==> src/rtl/sync_fifo_ctrl.sv <==
// ---------------------------------------------------------------------------
// sync_fifo_ctrl
// Single-clock FIFO with occupancy count, programmable almost-full /
// almost-empty thresholds, sticky overflow/underflow flags and a synchronous
// flush. FWFT selects registered-read (0) or first-word-fall-through (1).
//
// Ports:
//   clk           single clock, all state on rising edge
//   rst           asynchronous active-high reset
//   clear         synchronous flush, wins over same-cycle reads/writes
//   write_data    word to push
//   signal_write  push request
//   signal_read   pop request
//   read_data     output word (registered for FWFT=0, head word for FWFT=1)
//   full, empty, almost_full, almost_empty   decoded from registered level
//   level         current occupancy 0..DEPTH
//   overflow      sticky: a write was rejected
//   underflow     sticky: a read was rejected
// ---------------------------------------------------------------------------
module sync_fifo_ctrl #(
    parameter int WORDSIZE = 8,
    parameter int ADDRSIZE = 3,
    parameter int FWFT     = 0,
    parameter int AF_LEVEL = 2**ADDRSIZE - 1,
    parameter int AE_LEVEL = 1
) (
    input  logic                clk,
    input  logic                rst,
    input  logic                clear,
    input  logic [WORDSIZE-1:0] write_data,
    input  logic                signal_write,
    input  logic                signal_read,
    output logic [WORDSIZE-1:0] read_data,
    output logic                full,
    output logic                empty,
    output logic                almost_full,
    output logic                almost_empty,
    output logic [ADDRSIZE:0]   level,
    output logic                overflow,
    output logic                underflow
);

    localparam int DEPTH = 2**ADDRSIZE;
    localparam logic [ADDRSIZE:0] DEPTH_L = (ADDRSIZE+1)'(DEPTH);
    localparam logic [ADDRSIZE:0] AF_L    = (ADDRSIZE+1)'(AF_LEVEL);
    localparam logic [ADDRSIZE:0] AE_L    = (ADDRSIZE+1)'(AE_LEVEL);
    localparam logic [ADDRSIZE:0] ONE_L   = (ADDRSIZE+1)'(1);
    localparam logic [ADDRSIZE:0] ZERO_L  = (ADDRSIZE+1)'(0);

    logic [WORDSIZE-1:0] mem_q [DEPTH];

    logic [ADDRSIZE:0] wptr_q, wptr_d;
    logic [ADDRSIZE:0] rptr_q, rptr_d;
    logic [ADDRSIZE:0] level_q, level_d;
    logic              full_q, full_d;
    logic              empty_q, empty_d;
    logic              afull_q, afull_d;
    logic              aempty_q, aempty_d;
    logic              ovf_q, ovf_d;
    logic              udf_q, udf_d;

    logic rd_ok_s;
    logic wr_ok_s;
    logic mem_wr_s;

    // Accept decisions; a pop frees a slot, so a full FIFO still takes a write
    // on the same edge as an accepted read.
    always_comb begin
        rd_ok_s  = signal_read & ~empty_q;
        wr_ok_s  = signal_write & (~full_q | rd_ok_s);
        mem_wr_s = wr_ok_s & ~clear;
    end

    // Next-state for pointers, level, sticky errors and decoded flags.
    always_comb begin
        wptr_d  = wptr_q;
        rptr_d  = rptr_q;
        level_d = level_q;
        ovf_d   = ovf_q;
        udf_d   = udf_q;
        if (clear) begin
            wptr_d  = ZERO_L;
            rptr_d  = ZERO_L;
            level_d = ZERO_L;
            ovf_d   = 1'b0;
            udf_d   = 1'b0;
        end else begin
            if (wr_ok_s) begin
                wptr_d = wptr_q + ONE_L;
            end else begin
                wptr_d = wptr_q;
            end
            if (rd_ok_s) begin
                rptr_d = rptr_q + ONE_L;
            end else begin
                rptr_d = rptr_q;
            end
            case ({wr_ok_s, rd_ok_s})
                2'b10:   level_d = level_q + ONE_L;
                2'b01:   level_d = level_q - ONE_L;
                default: level_d = level_q;
            endcase
            ovf_d = ovf_q | (signal_write & ~wr_ok_s);
            udf_d = udf_q | (signal_read & ~rd_ok_s);
        end
        // Flags are registered from the next level so they track level_q
        // exactly, with no path from the request inputs to the outputs.
        full_d   = (level_d == DEPTH_L);
        empty_d  = (level_d == ZERO_L);
        afull_d  = (level_d >= AF_L);
        aempty_d = (level_d <= AE_L);
    end

    // Control state registers.
    always_ff @(posedge clk or posedge rst) begin
        if (rst) begin
            wptr_q   <= ZERO_L;
            rptr_q   <= ZERO_L;
            level_q  <= ZERO_L;
            full_q   <= 1'b0;
            empty_q  <= 1'b1;
            afull_q  <= 1'b0;
            aempty_q <= 1'b1;
            ovf_q    <= 1'b0;
            udf_q    <= 1'b0;
        end else begin
            wptr_q   <= wptr_d;
            rptr_q   <= rptr_d;
            level_q  <= level_d;
            full_q   <= full_d;
            empty_q  <= empty_d;
            afull_q  <= afull_d;
            aempty_q <= aempty_d;
            ovf_q    <= ovf_d;
            udf_q    <= udf_d;
        end
    end

    // Storage array; contents deliberately survive reset and flush.
    always_ff @(posedge clk) begin
        if (mem_wr_s) begin
            mem_q[wptr_q[ADDRSIZE-1:0]] <= write_data;
        end
    end

    generate
        if (FWFT == 0) begin : g_registered_read
            logic [WORDSIZE-1:0] read_data_q;

            // Output word loads only on an accepted pop, otherwise holds.
            always_ff @(posedge clk or posedge rst) begin
                if (rst) begin
                    read_data_q <= {WORDSIZE{1'b0}};
                end else if (clear) begin
                    read_data_q <= {WORDSIZE{1'b0}};
                end else if (rd_ok_s) begin
                    read_data_q <= mem_q[rptr_q[ADDRSIZE-1:0]];
                end else begin
                    read_data_q <= read_data_q;
                end
            end

            assign read_data = read_data_q;
        end else begin : g_fwft_read
            // Head word presented directly; meaningless while empty.
            assign read_data = mem_q[rptr_q[ADDRSIZE-1:0]];
        end
    endgenerate

    assign full         = full_q;
    assign empty        = empty_q;
    assign almost_full  = afull_q;
    assign almost_empty = aempty_q;
    assign level        = level_q;
    assign overflow     = ovf_q;
    assign underflow    = udf_q;

    sync_fifo_ctrl_chk #(
        .ADDRSIZE (ADDRSIZE),
        .AF_LEVEL (AF_LEVEL),
        .AE_LEVEL (AE_LEVEL)
    ) u_chk (
        .clk     (clk),
        .rst     (rst),
        .wptr_i  (wptr_q),
        .rptr_i  (rptr_q),
        .level_i (level_q)
    );

endmodule

// ---------------------------------------------------------------------------
// sync_fifo_ctrl_chk
// Simulation checker: threshold parameter legality and agreement between the
// pointer distance and the level register.
//
// Ports:
//   clk, rst  clock and reset of the checked FIFO
//   wptr_i    write pointer
//   rptr_i    read pointer
//   level_i   level register
// ---------------------------------------------------------------------------
module sync_fifo_ctrl_chk #(
    parameter int ADDRSIZE = 3,
    parameter int AF_LEVEL = 7,
    parameter int AE_LEVEL = 1
) (
    input logic              clk,
    input logic              rst,
    input logic [ADDRSIZE:0] wptr_i,
    input logic [ADDRSIZE:0] rptr_i,
    input logic [ADDRSIZE:0] level_i
);

    localparam int DEPTH = 2**ADDRSIZE;

    logic [ADDRSIZE:0] dist_s;

    // Pointer distance, modulo the extended pointer width.
    always_comb begin
        dist_s = wptr_i - rptr_i;
    end

    // Check thresholds and pointer/level consistency every cycle out of reset.
    always @(posedge clk) begin
        if (!rst) begin
            assert ((AE_LEVEL < AF_LEVEL) && (AF_LEVEL <= DEPTH))
                else $error("sync_fifo_ctrl: illegal AE_LEVEL/AF_LEVEL");
            assert (dist_s == level_i)
                else $error("sync_fifo_ctrl: level disagrees with pointers");
        end
    end

endmodule

==> config.mk <==
export PLATFORM = sky130hd
export DESIGN_NAME = sync_fifo_ctrl
export DESIGN_NICKNAME = d
export VERILOG_FILES = /design/src/rtl/sync_fifo_ctrl.sv
export SDC_FILE = /design/constraint.sdc
export NUM_CORES = 1
export LEC_CHECK = 0
export CORE_UTILIZATION = 40
export CTS_BUF_LIST = sky130_fd_sc_hd__clkbuf_2
export DETAILED_ROUTE_END_ITERATION = 8
export GPL_TIMING_DRIVEN = 0
export PLACE_DENSITY_LB_ADDON = 0.25
export SLEW_MARGIN = 5
export SYNTH_ARGS = -nofsm -noshare
export SYNTH_HDL_FRONTEND = slang
export SYNTH_SLANG_ARGS = --single-unit
==> constraint.sdc <==
create_clock -name clk -period 2.9 [get_ports clk]
set_input_delay 0.87 -clock clk [delete_from_list [all_inputs] [get_ports clk]]
set_output_delay 0.87 -clock clk [all_outputs]
set_load 0.01 [all_outputs]
# Word level (Yosys, flattened, before mapping)
# Memory sizes are Yosys's and may differ from the RTL's.
# Index checks and enable logic that the tools add are counted.
# op_classes
mux,12
n_bitwise,13
n_reduce_logical,3
n_eq_ne,3
magnitude_cmp,2
addsub,4
# ops
cell,n
$mux W4,5
$mux W8,2
$add A4 B1 Y4 const B,3
$pmux W4 S2,1
$and A1 B1 Y1,5
$not A1 Y1,5
$eq A4 B4 Y1 const B,1
$ge A4 B3 Y1 const B,1
$le A4 B1 Y1 const B,1
$logic_not A4 Y1,1
$mux W1,4
$reduce_bool A2 Y1,2
$sub A4 B1 Y4 const B,1
$or A1 B1 Y1,3
$eq A2 B1 Y1 const B,1
$eq A2 B2 Y1 const B,1
# word_totals
ramBits,64
reg_bits,26
output_inout_bits,18
wordCells,48
mem_count,1
input_bits,13
# memory_table
memory,depth,width,rd,rd_ports_with_merged_regs,write_ports,line,text
mem_q,8,8,1,0,1,50,logic [WORDSIZE-1:0] mem_q [DEPTH];

# Depth between registers and ports, before layout
# logic_depth
word_depth,8
mapped_depth,10
ltp_nobuf,10

# Worst setup path before layout
# No wires, ideal clock.
# synth_timing
path_type,input port to flip-flop
from,input port signal_read
to,register afull_q (netlist: almost_full)
setup_slack_ns,-0.095
path_buffers,1
required_time_ns,2.822
path_stages,10
setup_time_ns,0.078
arrival_time_ns,2.917
path_cell_list,nor2b_1 -> clkbuf_1 -> ha_1 -> xor2_1 -> ha_1 -> a21oi_2 -> mux2i_1 -> xor2_1 -> or3_1 -> a21oi_1
# synth_via
elab_chain_len,7
word_cells_on_any_way,8
classes_between,order compare (1); eq/ne (2); mux (2); bitwise (3)
# synth_lines
element,line,text
"start, declared",32,"input logic signal_read,"
$and A1 B1 Y1 *,69,rd_ok_s = signal_read & ~empty_q;
$or A1 B1 Y1,70,wr_ok_s = signal_write & (~full_q | rd_ok_s);
$and A1 B1 Y1,70,
$eq A2 B1 Y1 or $eq A2 B2 Y1 (tied branches),98,"case ({wr_ok_s, rd_ok_s})"
$pmux W4 S2 *,98,
$mux W4 *,81,if (clear) begin
$ge A4 B3 Y1 *,110,afull_d = (level_d >= AF_L);
named net afull_d,57,"logic afull_q, afull_d;"
"end signal, assigned",132,afull_q <= afull_d;
"end, declared",57,
# The timed path passes the listed nets; every way through them passes the cells marked *.
# A chain may end at the register's enable or synchronous reset.

# Worst setup path in the final report
# Same ends and word-level chain as after synthesis.

==> metrics.txt <==
worst-path maximum fanout=7; die area=slightly above 9000 um^2; Die Wd=96.0 um; first-pass GRT wire length=9.60 mm; Final Hold Vio Count=0; most frequent cells in the layout=edfxtp_1 (64), nor2_1 (30), clkdlybuf4s50_1 (29); fin crit share=97.4%; number of synthesized register bits=88; Slowest-stage cell, CP=clkdlybuf4s50_1; final WL=6.45 mm; dpl ws=-0.734 ns; biggest area consumer among synthesized cells=edfxtp_1; Clock Sinks=88; Cell variety after synth=31; Routed Antenna Nets=0; area occupied by registers=2520 um^2; IO Count=31; post-layout min period=2.83 ns; GRT Resource Usage Total=15.4%; clock skew=roughly 0.038 ns; crit-path cells=clkdlybuf4s50_1 -> nor2b_4 -> o21ai_4 -> ha_4 -> xor2_1 -> ha_1 -> a21oi_2 -> mux2i_2 -> xor2_2 -> or3_1 -> a21oi_1; Synth Warn #=0; max-cap viol count=0; CP Data Required Time=3.39 ns; P per Cell Area=676 nW/um^2; drt pass-1 iters=4; worst vdd ir=0.475 mV; commonest non-fill, non-tap cell in the layout=edfxtp_1; Worst-Skew Late Latency=0.55 ns; DRC violations left=0; number of H-tree levels=3; CP Data Arrival Time=about 3.3 ns; Critical path buffers and inverters=1; clk root buf=clkbuf_2; Final GP Congestion=0.692; Slew Viols, Final=0; total number of vias=approximately 1,900; drt first-iter violations=74; synthesis-to-finish area growth=17.4%; DIE HEIGHT=about 96 um; largest net degree at the start of global routing=25; critical path startpoint category=primary input; biggest cell delay along the critical path=0.48 ns; Clock transition at path regs=roughly 0.24 ns; CP delay by family, top=simple AND/OR/NAND/NOR gates; multi-input logic area=roughly 990 um^2; port buffer count=29; cts bufs inserted=9; area of the core=approximately 8400 um^2; status=completed; Gate Count Post-Synth=around 210; Rel. slew slack=38.2%; vias per cell=5.17; post-DP HPWL=4.11 mm; routed length per placed instance=18.0 um; FP Rows=33; GRT overflow=0; RSZ-0062 raised after global routing=no; # hold bufs at CTS=0; Min-Delay Path Class=reg2reg; CP endpoint kind=flop; Layout fillers=707; Worst-Margin Slew=0.924 ns; fin nets=266; Diodes inserted=0; CP Class=in2reg; CTS tree=done; Area contributors post-synth=edfxtp_1 (54%), dfrtp_1 (16%), mux4_2 (10%); initial antenna violation count=0; Synth Area per Inst=about 17 um^2; clk buf depth=2; vias in the first global route=around 1,800; final worst slack=roughly 0.074 ns; setup TNS=0 ns; Yosys top cell area share=54.4%; leakage=1.42 nW; layout cells sized above 1=19.0%; mapped cell area=3530 um^2; f_max=354 MHz; final setup violation count=0; synthesized netlist net count=between 200 and 250; sequential fraction of the synthesis area=71.5%; Initial Util=a little over two fifths
[report_power, final]
part | internal (mW) | leakage (nW) | switching (mW)
registers | 1.45 | 0.897 | 0.0675
clock network | 0.208 | 0.0704 | 0.432
logic | 0.336 | 0.451 | 0.316
[path summary, 6_finish.rpt]
path | startpoint | endpoint | slack (ns) | depth (start not counted)
max | signal_read | almost_full | 0.07 | 11
min | overflow | overflow | 0.54 | 2
max reg2reg | empty | almost_full | 0.33 | 10
min reg2reg | overflow | overflow | 0.54 | 2
max in group asynchronous | rst | wptr_q[1] | 1.56 | 2
min in group asynchronous | rst | read_data[2] | 0.76 | 2
[state kept, by name, summed over array words and instances, names as in the netlist]
signal and count:
wptr_q 3, empty 1, rptr_q 3, almost_empty 1
level 4, read_data 8, overflow 1, almost_full 1
mem_q 64, full 1, underflow 1
[worst reg2reg max path, delay by kind of cell, from the launching register on]
family / cells / cell delay [ns]
DFF: 1 / 0.62
AOI/OAI and AO/OA: 3 / 0.55
and+or+nand+nor: 2 / 0.44
adders and majority gates: 2 / 0.43
muxes: 1 / 0.28
xor gates and xnor gates: 2 / 0.21
[what timing repair did]
item | 4_1_cts | 5_1_grt
buffers inserted | 0 | 1
endpoints found under the setup margin | 3 | 2
resized for setup | 4 | 4
[logic make-up (layout without fill, tap and decap cells)]
| group | after synthesis | count (layout) | share of synthesized area, % |
|---|---|---|---|
| flip-flops | 88 | 88 | 71.5 |
| buffers and inverters | 14 | 60 | 1.88 |
| multiplexers | 28 | 28 | 13.6 |
| AND/OR/NAND/NOR | 45 | 45 | 5.53 |
| AO/OA/AOI/OAI | 19 | 19 | 3.72 |
| XOR/XNOR | 8 | 8 | 1.98 |
| adder cells (fa/ha/maj) | 5 | 5 | 1.77 |
[area by class of cell]
cell class              count  area share, %
flip-flops and latches     88           60.9
multi-input cells         105           23.9
repair buffers             30           7.18
well taps                 105           3.17
clock inverters             7           1.90
plain buffers              10           1.48
clock buffers               9           1.09
inverters                   4          0.362
[Yosys cell counts]
cell / n
clkbuf_2: 1
mux4_2: 16
xnor2_1: 3
nand2b_1: 2
a21o_1: 1
or3_1: 2
inv_1: 4
a211oi_1: 8
buf_4: 1
a31o_1: 1
nor2b_1: 2
nor4b_1: 1
nor2_1: 30
o21ai_0: 1
nand3_1: 2
mux2i_1: 12
a21oi_1: 4
clkbuf_1: 6
buf_2: 1
buf_6: 1
ha_1: 5
nand2_1: 3
dfrtp_1: 22
dfstp_2: 2
a31oi_1: 1
a21oi_2: 1
edfxtp_1: 64
nor3_1: 3
o21ai_1: 1
a41o_1: 1
xor2_1: 5
[routing by layer]
layer  track usage (%)  share of wire [%]  vias to the layer above
li1                  -                  -                      868
met1              20.4                 47                      930
met2              24.0                 48                       43
met3              4.50                3.7                       10
met4              5.60                1.4                        0
met5                 0                  0                        -
[stage by stage]
step                instances  hold slack, ns  utilization (%)  area [um^2]  power (mW)
floorplan                 207           0.526                -         3540        1.93
global placement          341           0.482             47.2         3960        2.16
detailed placement        341           0.495             47.4         3970        2.17
CTS                       357           0.545             49.1         4120        2.82
global route              358           0.600             49.5         4150        2.95
finish                    358           0.542             49.5         4150        2.80
Note: power is estimated with default switching activity, not from simulation.
==> RTL edit 1 (same flow settings) <==
Register the output `level` once more, with the module's reset; this adds one clock of latency there. The other outputs are not delayed to match. Comments in the files are not updated.
--- a/src/rtl/sync_fifo_ctrl.sv
+++ b/src/rtl/sync_fifo_ctrl.sv
@@ -171,7 +171,13 @@
     assign empty        = empty_q;
     assign almost_full  = afull_q;
     assign almost_empty = aempty_q;
-    assign level        = level_q;
+    always_ff @(posedge clk or posedge rst) begin
+        if (rst) begin
+            level <= '0;
+        end else begin
+            level <= level_q;
+        end
+    end
     assign overflow     = ovf_q;
     assign underflow    = udf_q;
 
Behaviour: not the same (a bounded check fails within 4 cycles, from zero or initial values and one cycle with rst high).
==> RTL edit 1 against the unedited design <==
The flow now finishes with violations (design-rule violations); total power increased by 2.2%; synthesized cell count increased by 3.9%; register-to-register slack improved by 0.14 ns; count of clock-buffer cells in the layout unchanged; area after synthesis increased by 3.6%; sequential cell count increased by 4; largest cell class unchanged; setup slack improved by 0.10 ns; sequential share of layout area increased by 0.99 points; final area increased by 2.3%; sequential power increased by 4%; hold slack got worse by 0.12 ns; die area increased by 3.6%; wire length increased by 3.2%; highest routed layer unchanged.
==> RTL edit 1: results <==
group,metric,value,unit
global_route,grt_max_degree,29,
synthesis,synth_adder_area_share,1.71,%
sta,skew,0.0238,ns
critical_path,crit_fanout,8,
run_status,status,"finished, violations left",
clock_tree,clkTransAtPathRegs,0.25,ns
route,viasPerCell,5.29,
global_route,grt_usage,15.7,%
synthesis,async_reset_ff_share,30.4,%
critical_path,cp.arrival,2.90,ns
synthesis,yosys_warnings,0,
synthesis,yosys-top-cells-area,"edfxtp_1, dfrtp_1, mux4_2",
synthesis,synth_common_cells,"edfxtp_1, nor2_1, dfrtp_1",
route,met2WireLength,3000,um
clock_tree,cts.htree.levels,3,
synthesis,synth_compound_area_share,3.76,%
route,wl,6660,um
cells_and_area,drive_above_1_share,17.7,%
sta,worst_slew_pin_slew,1.03,ns
route,wl_met3,316,um
route,m1WireLength,3170,um
clock_tree,clk_path_buf_depth,2,
critical_path,cpMaxStageDelayCell,"nor2_1",
synthesis,synth.distinct_cells,34,
placement,finalWeightedCongestion,0.712,
synthesis,synth_xor_area_share,2.15,%
run_status,violations,"design-rule violations",
placement,dp_hpwl,4230,um
route,drc,12,
global_route,grt_pass1_vias,1932,
route,first_pass_iters,8,
placement,pre_cts_ws,-0.781,ns
clock_tree,post_cts.repair.setup_buffers,0,
cells_and_area,nets,273,
critical_path,slowest_delay,0.76,ns
power_and_ir_drop,ir_drop,208,uV
synthesis,syn_nets,233,
power_and_ir_drop,p_leak,1.48,nW
placement,placed_area,4100,um2
route,first_iter_violations,87,
synthesis,yosysSeqAreaShare,71.7,%
synthesis,synthMuxAreaShare,12.9,%
cells_and_area,nFillCells,746,
RTL edit 1: cell count changes in the layout (fill, tap and decap cells not counted), sizes merged, moves of 2 or more:
cell / change
dfrtp: +4
nor2: +2
a21oi: -2
nand3b: +2
RTL edit 1: critical path, delay by kind of cell:
family          cells  cell delay (ns)
simple gates        3             1.40
compound gates      1             0.15
buf+inv             1             0.47
RTL edit 1: area by class of cell:
type / count / area (um2) / area share [%]
clock inverters: 7 / 83.8 / 1.98
inverters: 3 / 11.3 / 0.265
repair buffers: 29 / 290 / 6.84
well taps: 108 / 135 / 3.19
plain buffers: 12 / 65.1 / 1.53
flip-flops and latches: 92 / 2630 / 61.9
clock buffers: 9 / 45.0 / 1.06
multi-input cells: 108 / 986 / 23.2
RTL edit 1: layer usage:
layer	track usage [%]	vias to the layer above
met4	8.86	0
li1	-	898
met2	23.0	62
met3	3.31	13
met1	21.8	974
met5	0	-
RTL edit 1: final timing paths:
check                       startpoint           end  slack, ns  depth (start not counted)
min                         level_q[1]      level[1]       0.42                          0
max in group asynchronous          rst     wptr_q[1]       1.44                          2
max reg2reg                      empty          full       0.47                         10
max                        signal_read   mem_q[2][0]       0.18                          5
min in group asynchronous          rst  read_data[7]       0.82                          2
min reg2reg                 level_q[1]      level[1]       0.42                          0
RTL edit 1: kinds of logic after synthesis:
logic type	count (synthesis)
buffers and inverters	15
multiplexers	27
adder cells (fa/ha/maj)	5
flip-flops	92
XOR/XNOR	9
AND/OR/NAND/NOR	47
AO/OA/AOI/OAI	20
RTL edit 1: repair_timing:
action | in CTS | in global routing
resized for setup | 2 | 4
pin swaps | 0 | 0
endpoints found under the setup margin | 5 | 13
RTL edit 1: power by group:
part	switching [W]	internal, W	leakage, nW	total (W)
combinational	0.000304	0.000323	0.453	0.000627
clock	0.000459	0.000212	0.0733	0.000671
sequential	0.0000590	0.00151	0.951	0.00157
total	0.000822	0.00204	1.48	0.00287
RTL edit 1: through the flow:
stage | TNS [ns] | cells | util [%]
6_report | 0 | 368 | 48.2
5_1_grt | 0 | 368 | 48.2
4_1_cts | 0 | 368 | 48.0
3_5_place_dp | -33.86 | 352 | 46.5
3_3_place_gp | -39.19 | 352 | 46.4
2_1_floorplan | 0 | 215 | -
==> RTL edit 2 (same settings) <==
Made on the original files. `FWFT`: 0 -> 1. Comments in the files are not updated.
--- a/src/rtl/sync_fifo_ctrl.sv
+++ b/src/rtl/sync_fifo_ctrl.sv
@@ -20,7 +20,7 @@
 module sync_fifo_ctrl #(
     parameter int WORDSIZE = 8,
     parameter int ADDRSIZE = 3,
-    parameter int FWFT     = 0,
+    parameter int FWFT     = 1,
     parameter int AF_LEVEL = 2**ADDRSIZE - 1,
     parameter int AE_LEVEL = 1
 ) (
Check against the original RTL: not equivalent (Yosys sat finds a counterexample within 4 cycles, from zero or initial values and one cycle with rst high).
==> RTL edit 2 against the unedited design <==
The run now ends with negative setup slack left; via count fell by 3.6%; area after synthesis decreased by 5.6%; sequential share of layout area fell by 3.3 points; non-clock buffer count grew 7; die area is 5.5% lower; utilization is 1.7 points higher; sequential cell count is 8 lower; total power fell by 5.1%; wire length decreased by 4.2%; register-to-register slack about the same; final area is 2.6% lower; setup slack got worse by 0.17 ns; critical path type is now reg -> out; critical endpoint is now read_data[1]; largest cell class unchanged.
==> RTL edit 2: results <==
group,metric,value,unit
run_status,status,"finished, violations left",
run_status,violations,"negative setup slack",
global_route,grt_pass1_wl,9810,um
critical_path,startpoint,"rptr_q[0]",
placement,pre_cts_ws,-0.631,ns
cells_and_area,drive_above_1_share,33.3,%
global_route,met2_usage,25.7,%
clock_tree,post_cts.repair.setup_buffers,8,
critical_path,r2r_end,"full",
global_route,grt_use_met3,5.37,%
critical_path,cpMaxStageDelayCell,"mux4_2",
clock_tree,clkLatencyLatePin,0.52,ns
cells_and_area,nets,253,
sta,hold_slack,0.535,ns
route,viasPerCell,5.22,
placement,dp_hpwl,3740,um
clock_tree,cts_resized,55,
synthesis,syn_nets,205,
route,wl_met3,282,um
cells_and_area,stdcell_count,342,
critical_path,cp.arrival,2.13,ns
global_route,groute.layer.met1.usage,20.5,%
route,wl,6180,um
synthesis,synth_common_cells,"edfxtp_1, nor2_1, mux4_2",
critical_path,rr_worst_depth,11,
placement,finalWeightedCongestion,0.686,
global_route,grt_max_degree,17,
sta,setup_viol,8,
route,met2WireLength,3030,um
synthesis,synth.avg_cell_area,17.8,um2
placement,dp.cells,318,
sta,fin_ws,-0.0963,ns
power_and_ir_drop,internal_power,0.00191,W
synthesis,yosysSeqAreaShare,69.7,%
synthesis,yosys-top-cells-area,"edfxtp_1, mux4_2, dfrtp_1",
synthesis,synth_top_area_share,57.7,%
route,first_iter_violations,96,
sta,slew_headroom,36.5,%
power_and_ir_drop,ir_drop,489,uV
clock_tree,clk_path_buf_depth,2,
placement,placed_area,3760,um2
sta,fin_setup_tns,-0.660,ns
global_route,grt_pass1_vias,1808,
critical_path,crit_fanout,6,
power_and_ir_drop,p_leak,1.41,nW
==> RTL edit 2: worst max-delay path by stage <==
| stage | end | slack, ns | cells after the start |
|---|---|---|---|
| 3_5_place_dp | full | -0.63 | 12 |
| 5_1_grt | read_data[6] | -0.22 | 5 |
| 4_1_cts | read_data[6] | -0.18 | 6 |
| 6_report | read_data[1] | -0.1 | 5 |
| 3_3_place_gp | mem_q[1][6] | -1.01 | 6 |
| 2_1_floorplan | full | 0.1 | 11 |
==> RTL edit 2: worst max-delay path, delay by kind of cell (launching register included) <==
| kind | cells | cell delay, ns |
|---|---|---|
| mux | 2 | 0.76 |
| flops | 1 | 0.44 |
| buf+inv | 3 | 0.41 |
==> RTL edit 2: area by class of cell <==
cell class	count	area [um2]
Clock buffer	9	45.0
Timing Repair Buffer	38	378
Clock inverter	7	77.6
Fill cell	662	3850
Multi-Input combinational cell	94	983
Buffer	9	90.1
Inverter	3	11.3
Sequential cell	80	2330
Tap cell	102	128
==> RTL edit 2: power groups by stage <==
stage | Combinational [W] | Clock [W] | Sequential (W)
global route | 0.000751 | 0.000676 | 0.00137
finish | 0.000691 | 0.000609 | 0.00136
floorplan | 0.000370 | 0 | 0.00138
detailed placement | 0.000590 | 0 | 0.00138
CTS | 0.000705 | 0.000632 | 0.00136
global placement | 0.000586 | 0 | 0.00138
==> RTL edit 2: logic make-up (layout without fill, tap and decap cells) <==
logic type | count (synthesis) | after routing | synth area share (%)
flops | 80 | 80 | 69.7
mux | 28 | 28 | 14.7
xor+xnor | 7 | 7 | 1.84
simple gates | 38 | 38 | 5.71
compound gates | 16 | 16 | 3.79
fa+ha+maj | 5 | 5 | 1.88
buf+inv | 13 | 66 | 2.33
